`src/rtl/univ_shreg_if.sv`:
```
// Control and data bundle for the universal shift register.
// The master drives operation controls; the slave (the register) returns its state.
interface univ_shreg_if #(
  parameter int WIDTH = 8
) ();
  localparam int CW = $clog2(WIDTH + 1);

  logic             en;
  logic [2:0]       mode;
  logic             sin_r;
  logic             sin_l;
  logic [WIDTH-1:0] pdin;
  logic [WIDTH-1:0] pdout;
  logic             sout;
  logic [CW-1:0]    cnt;
  logic             word_done;

  modport master (
    output en, mode, sin_r, sin_l, pdin,
    input  pdout, sout, cnt, word_done
  );

  modport slave (
    input  en, mode, sin_r, sin_l, pdin,
    output pdout, sout, cnt, word_done
  );
endinterface

```
`src/rtl/univ_shreg.sv`:
```
// Universal shift register: shift/rotate in both directions, parallel load, clear.
// Counts shifts per word and pulses word_done when WIDTH shifts have completed.
module univ_shreg #(
  parameter int WIDTH = 8
) (
  input  logic         clk,
  input  logic         rst,
  univ_shreg_if.slave  bus
);
  localparam int CW = $clog2(WIDTH + 1);

  typedef enum logic [2:0] {
    MODE_HOLD = 3'b000,
    MODE_SHR  = 3'b001,
    MODE_SHL  = 3'b010,
    MODE_ROR  = 3'b011,
    MODE_ROL  = 3'b100,
    MODE_LOAD = 3'b101,
    MODE_CLR  = 3'b110,
    MODE_RSVD = 3'b111
  } mode_e;

  logic [WIDTH-1:0] q_q, q_d;
  logic             sout_q, sout_d;
  logic [CW-1:0]    cnt_q, cnt_d;
  logic             done_q, done_d;
  logic             shift_op;
  mode_e            mode_sel;

  assign mode_sel = mode_e'(bus.mode);

  always_comb begin
    q_d      = q_q;
    sout_d   = sout_q;
    cnt_d    = cnt_q;
    done_d   = 1'b0;
    shift_op = 1'b0;
    if (bus.en) begin
      unique case (mode_sel)
        MODE_SHR: begin
          q_d      = {bus.sin_r, q_q[WIDTH-1:1]};
          sout_d   = q_q[0];
          shift_op = 1'b1;
        end
        MODE_SHL: begin
          q_d      = {q_q[WIDTH-2:0], bus.sin_l};
          sout_d   = q_q[WIDTH-1];
          shift_op = 1'b1;
        end
        MODE_ROR: begin
          q_d      = {q_q[0], q_q[WIDTH-1:1]};
          sout_d   = q_q[0];
          shift_op = 1'b1;
        end
        MODE_ROL: begin
          q_d      = {q_q[WIDTH-2:0], q_q[WIDTH-1]};
          sout_d   = q_q[WIDTH-1];
          shift_op = 1'b1;
        end
        MODE_LOAD: begin
          q_d   = bus.pdin;
          cnt_d = '0;
        end
        MODE_CLR: begin
          q_d   = '0;
          cnt_d = '0;
        end
        default: ;
      endcase
    end
    // Counter wraps on the WIDTH-th shift of a word and flags completion.
    if (shift_op) begin
      if (cnt_q == CW'(WIDTH - 1)) begin
        cnt_d  = '0;
        done_d = 1'b1;
      end else begin
        cnt_d = cnt_q + 1'b1;
      end
    end
  end

  always_ff @(posedge clk) begin
    if (rst) begin
      q_q    <= '0;
      sout_q <= 1'b0;
      cnt_q  <= '0;
      done_q <= 1'b0;
    end else begin
      q_q    <= q_d;
      sout_q <= sout_d;
      cnt_q  <= cnt_d;
      done_q <= done_d;
    end
  end

  assign bus.pdout     = q_q;
  assign bus.sout      = sout_q;
  assign bus.cnt       = cnt_q;
  assign bus.word_done = done_q;
endmodule

```
`src/flat_wrapper.sv`:
```
// flat-port wrapper written by rule: the top's interface ports become plain ports
module univ_shreg_flat 
#(
  parameter int WIDTH = 8
)
  (clk, rst, bus_en, bus_mode, bus_sin_r, bus_sin_l, bus_pdin, bus_pdout, bus_sout, bus_cnt, bus_word_done);
  univ_shreg_if #(.WIDTH(WIDTH)) bus_i ();
  input  logic clk;
  input  logic rst;
  input wire logic [$bits(bus_i.en)-1:0] bus_en;
  input wire logic [$bits(bus_i.mode)-1:0] bus_mode;
  input wire logic [$bits(bus_i.sin_r)-1:0] bus_sin_r;
  input wire logic [$bits(bus_i.sin_l)-1:0] bus_sin_l;
  input wire logic [$bits(bus_i.pdin)-1:0] bus_pdin;
  output wire logic [$bits(bus_i.pdout)-1:0] bus_pdout;
  output wire logic [$bits(bus_i.sout)-1:0] bus_sout;
  output wire logic [$bits(bus_i.cnt)-1:0] bus_cnt;
  output wire logic [$bits(bus_i.word_done)-1:0] bus_word_done;
  assign bus_i.en = bus_en;
  assign bus_i.mode = bus_mode;
  assign bus_i.sin_r = bus_sin_r;
  assign bus_i.sin_l = bus_sin_l;
  assign bus_i.pdin = bus_pdin;
  assign bus_pdout = bus_i.pdout;
  assign bus_sout = bus_i.sout;
  assign bus_cnt = bus_i.cnt;
  assign bus_word_done = bus_i.word_done;
  univ_shreg #(.WIDTH(WIDTH)) u_core (.clk(clk), .rst(rst), .bus(bus_i));
endmodule
```
`config.mk`:
```
export PLATFORM = sky130hd
export DESIGN_NAME = univ_shreg_flat
export DESIGN_NICKNAME = d
export VERILOG_FILES = /design/src/rtl/univ_shreg_if.sv /design/src/rtl/univ_shreg.sv /design/src/flat_wrapper.sv
export SDC_FILE = /design/constraint.sdc
export NUM_CORES = 1
export LEC_CHECK = 0
export CAP_MARGIN = 0
export CORE_ASPECT_RATIO = 1.5
export CORE_MARGIN = 8
export CORE_UTILIZATION = 40
export CTS_CLUSTER_SIZE = 10
export DETAILED_ROUTE_END_ITERATION = 12
export PLACE_DENSITY = 0.75
export SYNTH_ARGS = -nofsm -noshare
export SYNTH_HDL_FRONTEND = slang
export SYNTH_SLANG_ARGS = --single-unit
export TNS_END_PERCENT = 10
```
`constraint.sdc`:
```
create_clock -name clk -period 1.55 [get_ports clk]
set_input_delay 0.3875 -clock clk [delete_from_list [all_inputs] [get_ports clk]]
set_output_delay 0.3875 -clock clk [all_outputs]
set_load 0.01 [all_outputs]
```
**Yosys cells after proc, flatten, opt, wreduce, memory -nomap -nowiden**

Index checks and enable logic that the tools add are counted.

- Register bits after elaboration: 14
- Output and inout bits: 14
- Word-level logic and storage cells: 34
- Memory bits (read-only): 0
- Input port bits: 16
- Latch bits: 0
- Memories kept: 0
- Bits in writable memories: 0

- Bitwise operators: 1
- Multiplexer cells: 9
- Div/mod/pow operators: 0
- $add $sub $neg: 1
- Reductions and logical operators: 12
- Magnitude comparators: 0
- Eq/ne operators: 7
- Multiply operators: 0
- Shifts and indexed selects: 0

Operator list:

| cell | number |
|---|---|
| case mux 8 bit (6 select lines) | 1 |
| 2-to-1 mux 4 bit | 4 |
| equality test 3 bit (second input constant) | 3 |
| OR reduction 2 bit | 4 |
| equality test 3 x 2 -> 1 bit (second input constant) | 2 |
| AND reduction 2 bit | 3 |
| nonzero test 2 bit | 3 |
| nonzero test 6 bit | 1 |
| adder 4 x 1 -> 4 bit (second input constant) | 1 |
| equality test 4 x 3 -> 1 bit (second input constant) | 1 |
| OR reduction 4 bit | 1 |
| equality test 3 x 1 -> 1 bit (second input constant) | 1 |
| 2-to-1 mux 1 bit | 3 |
| case mux 1 bit (2 select lines) | 1 |
| NOT 1 bit | 1 |

**Longest topological paths before layout**

- Depth after elaboration: 6
- Mapped depth: 6

**Worst setup path after synthesis**

OpenSTA, ideal clock, no wires.

- Path type: input port to flip-flop
- Start point: input port bus_mode[2]
- End point: register u_core.q_q[6] (netlist: u_core.bus.pdout[6])
- Cell stages on the path: 6
- Data required time: 1.409 ns
- Library setup time: 0.141 ns
- Setup slack: 0.057 ns
- Arrival: 1.352 ns
- Path through: buf_4 -> or3_4 -> and3_1 -> buf_2 -> nor2_1 -> a311oi_1

- Longest elaborated chain between the ends: 3

Ends and longest elaborated chain:

| element | RTL line | source |
|---|---|---|
| start: declaration | flat_wrapper.sv:11 | `input wire logic [$bits(bus_i.mode)-1:0] bus_mode;` |
| equality test 3 bit (tied with other cells) | univ_shreg.sv:39 | `unique case (mode_sel)` |
| nonzero test 6 bit (no line) | n/a |  |
| AND reduction 2 bit (no line) | n/a |  |
| end signal: assignment | univ_shreg.sv:89 | `q_q <= q_d;` |
| end: declaration | univ_shreg.sv:23 | `logic [WIDTH-1:0] q_q, q_d;` |

Several ways; a longest one is shown, not always the timed one.
A chain may end at the register's enable or synchronous reset.

**Worst setup path after layout**

- Start point: input port bus_mode[1]
- End point: register u_core.q_q[0] (netlist: u_core.bus.pdout[0])

Same word-level chain as after synthesis.

==> impl_metrics.toml <==
[run_status]
status = "complete, no violations"

[drt]
ant_nets = 0
first_iter_violations = 35
routed_wl_um = 2680
routed_wire_length_per_instance_um = 14.6
vias = 1038
firstDrtPassIters = 5
vias_per_cell = 5.64
drc_errors = 0

[floorplanning]
rows = 21
die_w_um = 54.4
initial_core_util_pct = 41.1
design.die.area_um2 = 4010
core_area_um2 = 2150
ios = 30
die_h_um = 73.6

[worst_setup_path]
crit_path_max_fanout = 7
crit_arrival_ns = 1.63
worstSetupPathType = "input port to flip-flop"
worstPathRequired_ns = 1.72
crit_chain = "dlygate4sd2_1 -> buf_4 -> nand3_1 -> nand3_1 -> a2111oi_2 -> nor3_1"
slowest_stage = "a2111oi_2"
r2r_setup_slack_ns = 0.20
end_kind = "flip-flop"
crit_top_cell = "nand3_1"
start_kind = "input port"
critPathMaxStageDelay_ns = 0.36

[clock_network]
cts_buffers = 3
clkTransAtPathRegs_ns = 0.09
root_buffer = "clkbuf_4"
cts_buffer_depth = 2
cts_sinks = 14
htreeDepth = 1
clkLatencyLatePin_ns = 0.28
cts_tree = "yes"

[pwr]
total_power_mw = 0.941
p_per_area_nw_per_um2 = 702
p_leak_nw = 0.603
ir_worst_vdd_v = 0.000500

[cells_and_area]
area_growth_syn_to_layout_pct = 51.4
layout_common_cells = "nand2_1, buf_4, dlygate4sd2_1"
instances_no_fill = 184
nFillCells = 203
final_common_cell = "nand2_1"
final_nets = 179
drive_gt1_share_pct = 21.7
n_antenna_cell = 0

[global_routing]
grt_pass1_vias = 1023
grt_pass1_wl_um = 4210
track_usage_pct = 13.5
grt_overflow = 0
grt_antenna_before_repair = 0
grt_max_degree = 10

[sta]
hold_viol_final = 0
max_freq_mhz = 685
slew_violations = 0
hold_ws_ns = 0.481
relSlewSlack_pct = 80.7
tightest_slew_ns = 0.288
rsz0062_at_grt = "false"
fin_worst_skew_ns = 0.000786
period_needed_ns = 1.46
final.setup.tns_ns = 0
setup_viol_count_final = 0
min_period_over_period_pct = 94.2

[synth]
ys_seq_elements = 14
syn_inst = 117
synthArstFlopShare_pct = 0
synth_edf_count = 0
synth_area_um2 = 886
yosys_warnings = 0
synth_cell_types = 37
avgSynthCellArea_um2 = 7.57
syn-num-nets = 134
synth-main-ff-cell = "dfxtp_1"
synth-seq-area-share_pct = 31.6

[placed_design]
numPlacedInstances = 180
routabilityCongestion = 0.846
hpwl_um = 2180
io_buffers = 29

[min_path]
hp-class = "flip-flop to flip-flop"

[run]
drv_cap = 0
## area by class of cell
cell class                 count  area (um2)  area share (%)
clock buffer                   4        36.3            2.71
tap                           23        28.8            2.15
sequential                    14         284            21.2
multi-input combinational     94         567            42.3
timing repair buffer          49         425            31.7
## critical path, delay by kind of cell
family	cells	cell delay [ns]
and+or+nand+nor	3	0.38
buffers and inverters	2	0.49
AOI/OAI and AO/OA	1	0.36
## flip-flops by register name, indices dropped and copies added, names as in the netlist
| register | count |
|---|---|
| u_core.bus.cnt | 4 |
| u_core.bus.pdout | 8 |
| u_core.bus.word_done | 1 |
| u_core.bus.sout | 1 |
## synth_stat cells, types with 2 or more instances
library cell	number	area [um2]
dfxtp_1	14	280
a21oi_1	2	10.0
a31oi_1	3	18.8
nor2b_1	2	12.5
nand3_1	5	25.0
buf_2	3	15.0
and3_1	2	12.5
nor2_1	14	52.6
buf_4	2	15.0
nand2_1	23	86.3
o21ai_0	8	40.0
a311oi_1	7	61.3
o211ai_1	6	45.0
clkbuf_1	3	11.3
## through the flow
stage          setup slack (ns)  utilization (%)  area (um2)
3_3_place_gp             -0.460             60.5        1300
5_1_grt                  0.0261             62.3        1340
6_report                 0.0896             62.3        1340
2_1_floorplan            0.0572                -         886
3_5_place_dp             -0.533             60.5        1300
4_1_cts                 0.00352             61.7        1330
## power by group
group / total (mW) / internal (mW) / switching [mW]
Combinational: 0.269 / 0.141 / 0.127
Sequential: 0.404 / 0.383 / 0.0213
Clock: 0.269 / 0.143 / 0.126
Total: 0.941 / 0.667 / 0.274
## cell families after synthesis
logic type	after synthesis	synth area share [%]
and+or+nand+nor	55	29.1
AOI/OAI and AO/OA	35	28.5
DFF	14	31.6
buffers and inverters	9	5.93
muxes	2	2.40
xor gates and xnor gates	1	0.989
adders and majority gates	1	1.41
## layer usage
| metal | vias to the layer above | global-route usage [%] | part of all wire (%) |
|---|---|---|---|
| met1 | 476 | 13.7 | 39 |
| met4 | 0 | 6.32 | 3.0 |
| met5 | - | 0 | 0 |
| met2 | 33 | 25.1 | 54 |
| met3 | 8 | 1.82 | 4.5 |
| li1 | 521 | - | - |
## final timing paths
path,startpoint,end,cells past startpoint
max,bus_mode[1],u_core.bus.pdout[0],6
max reg2reg,u_core.bus.cnt[0],u_core.bus.cnt[3],3
min reg2reg,u_core.bus.cnt[3],u_core.bus.word_done,1
min,u_core.bus.cnt[3],u_core.bus.word_done,1
## timing repair
item	in CTS	in global routing
resized for setup	22	4
pin swaps	2	0
setup buffers	0	0
hold endpoints to repair	0	0
endpoints found under the setup margin	25	3
hold buffers	0	0
No activity file was read; power rests on OpenSTA's default activity.
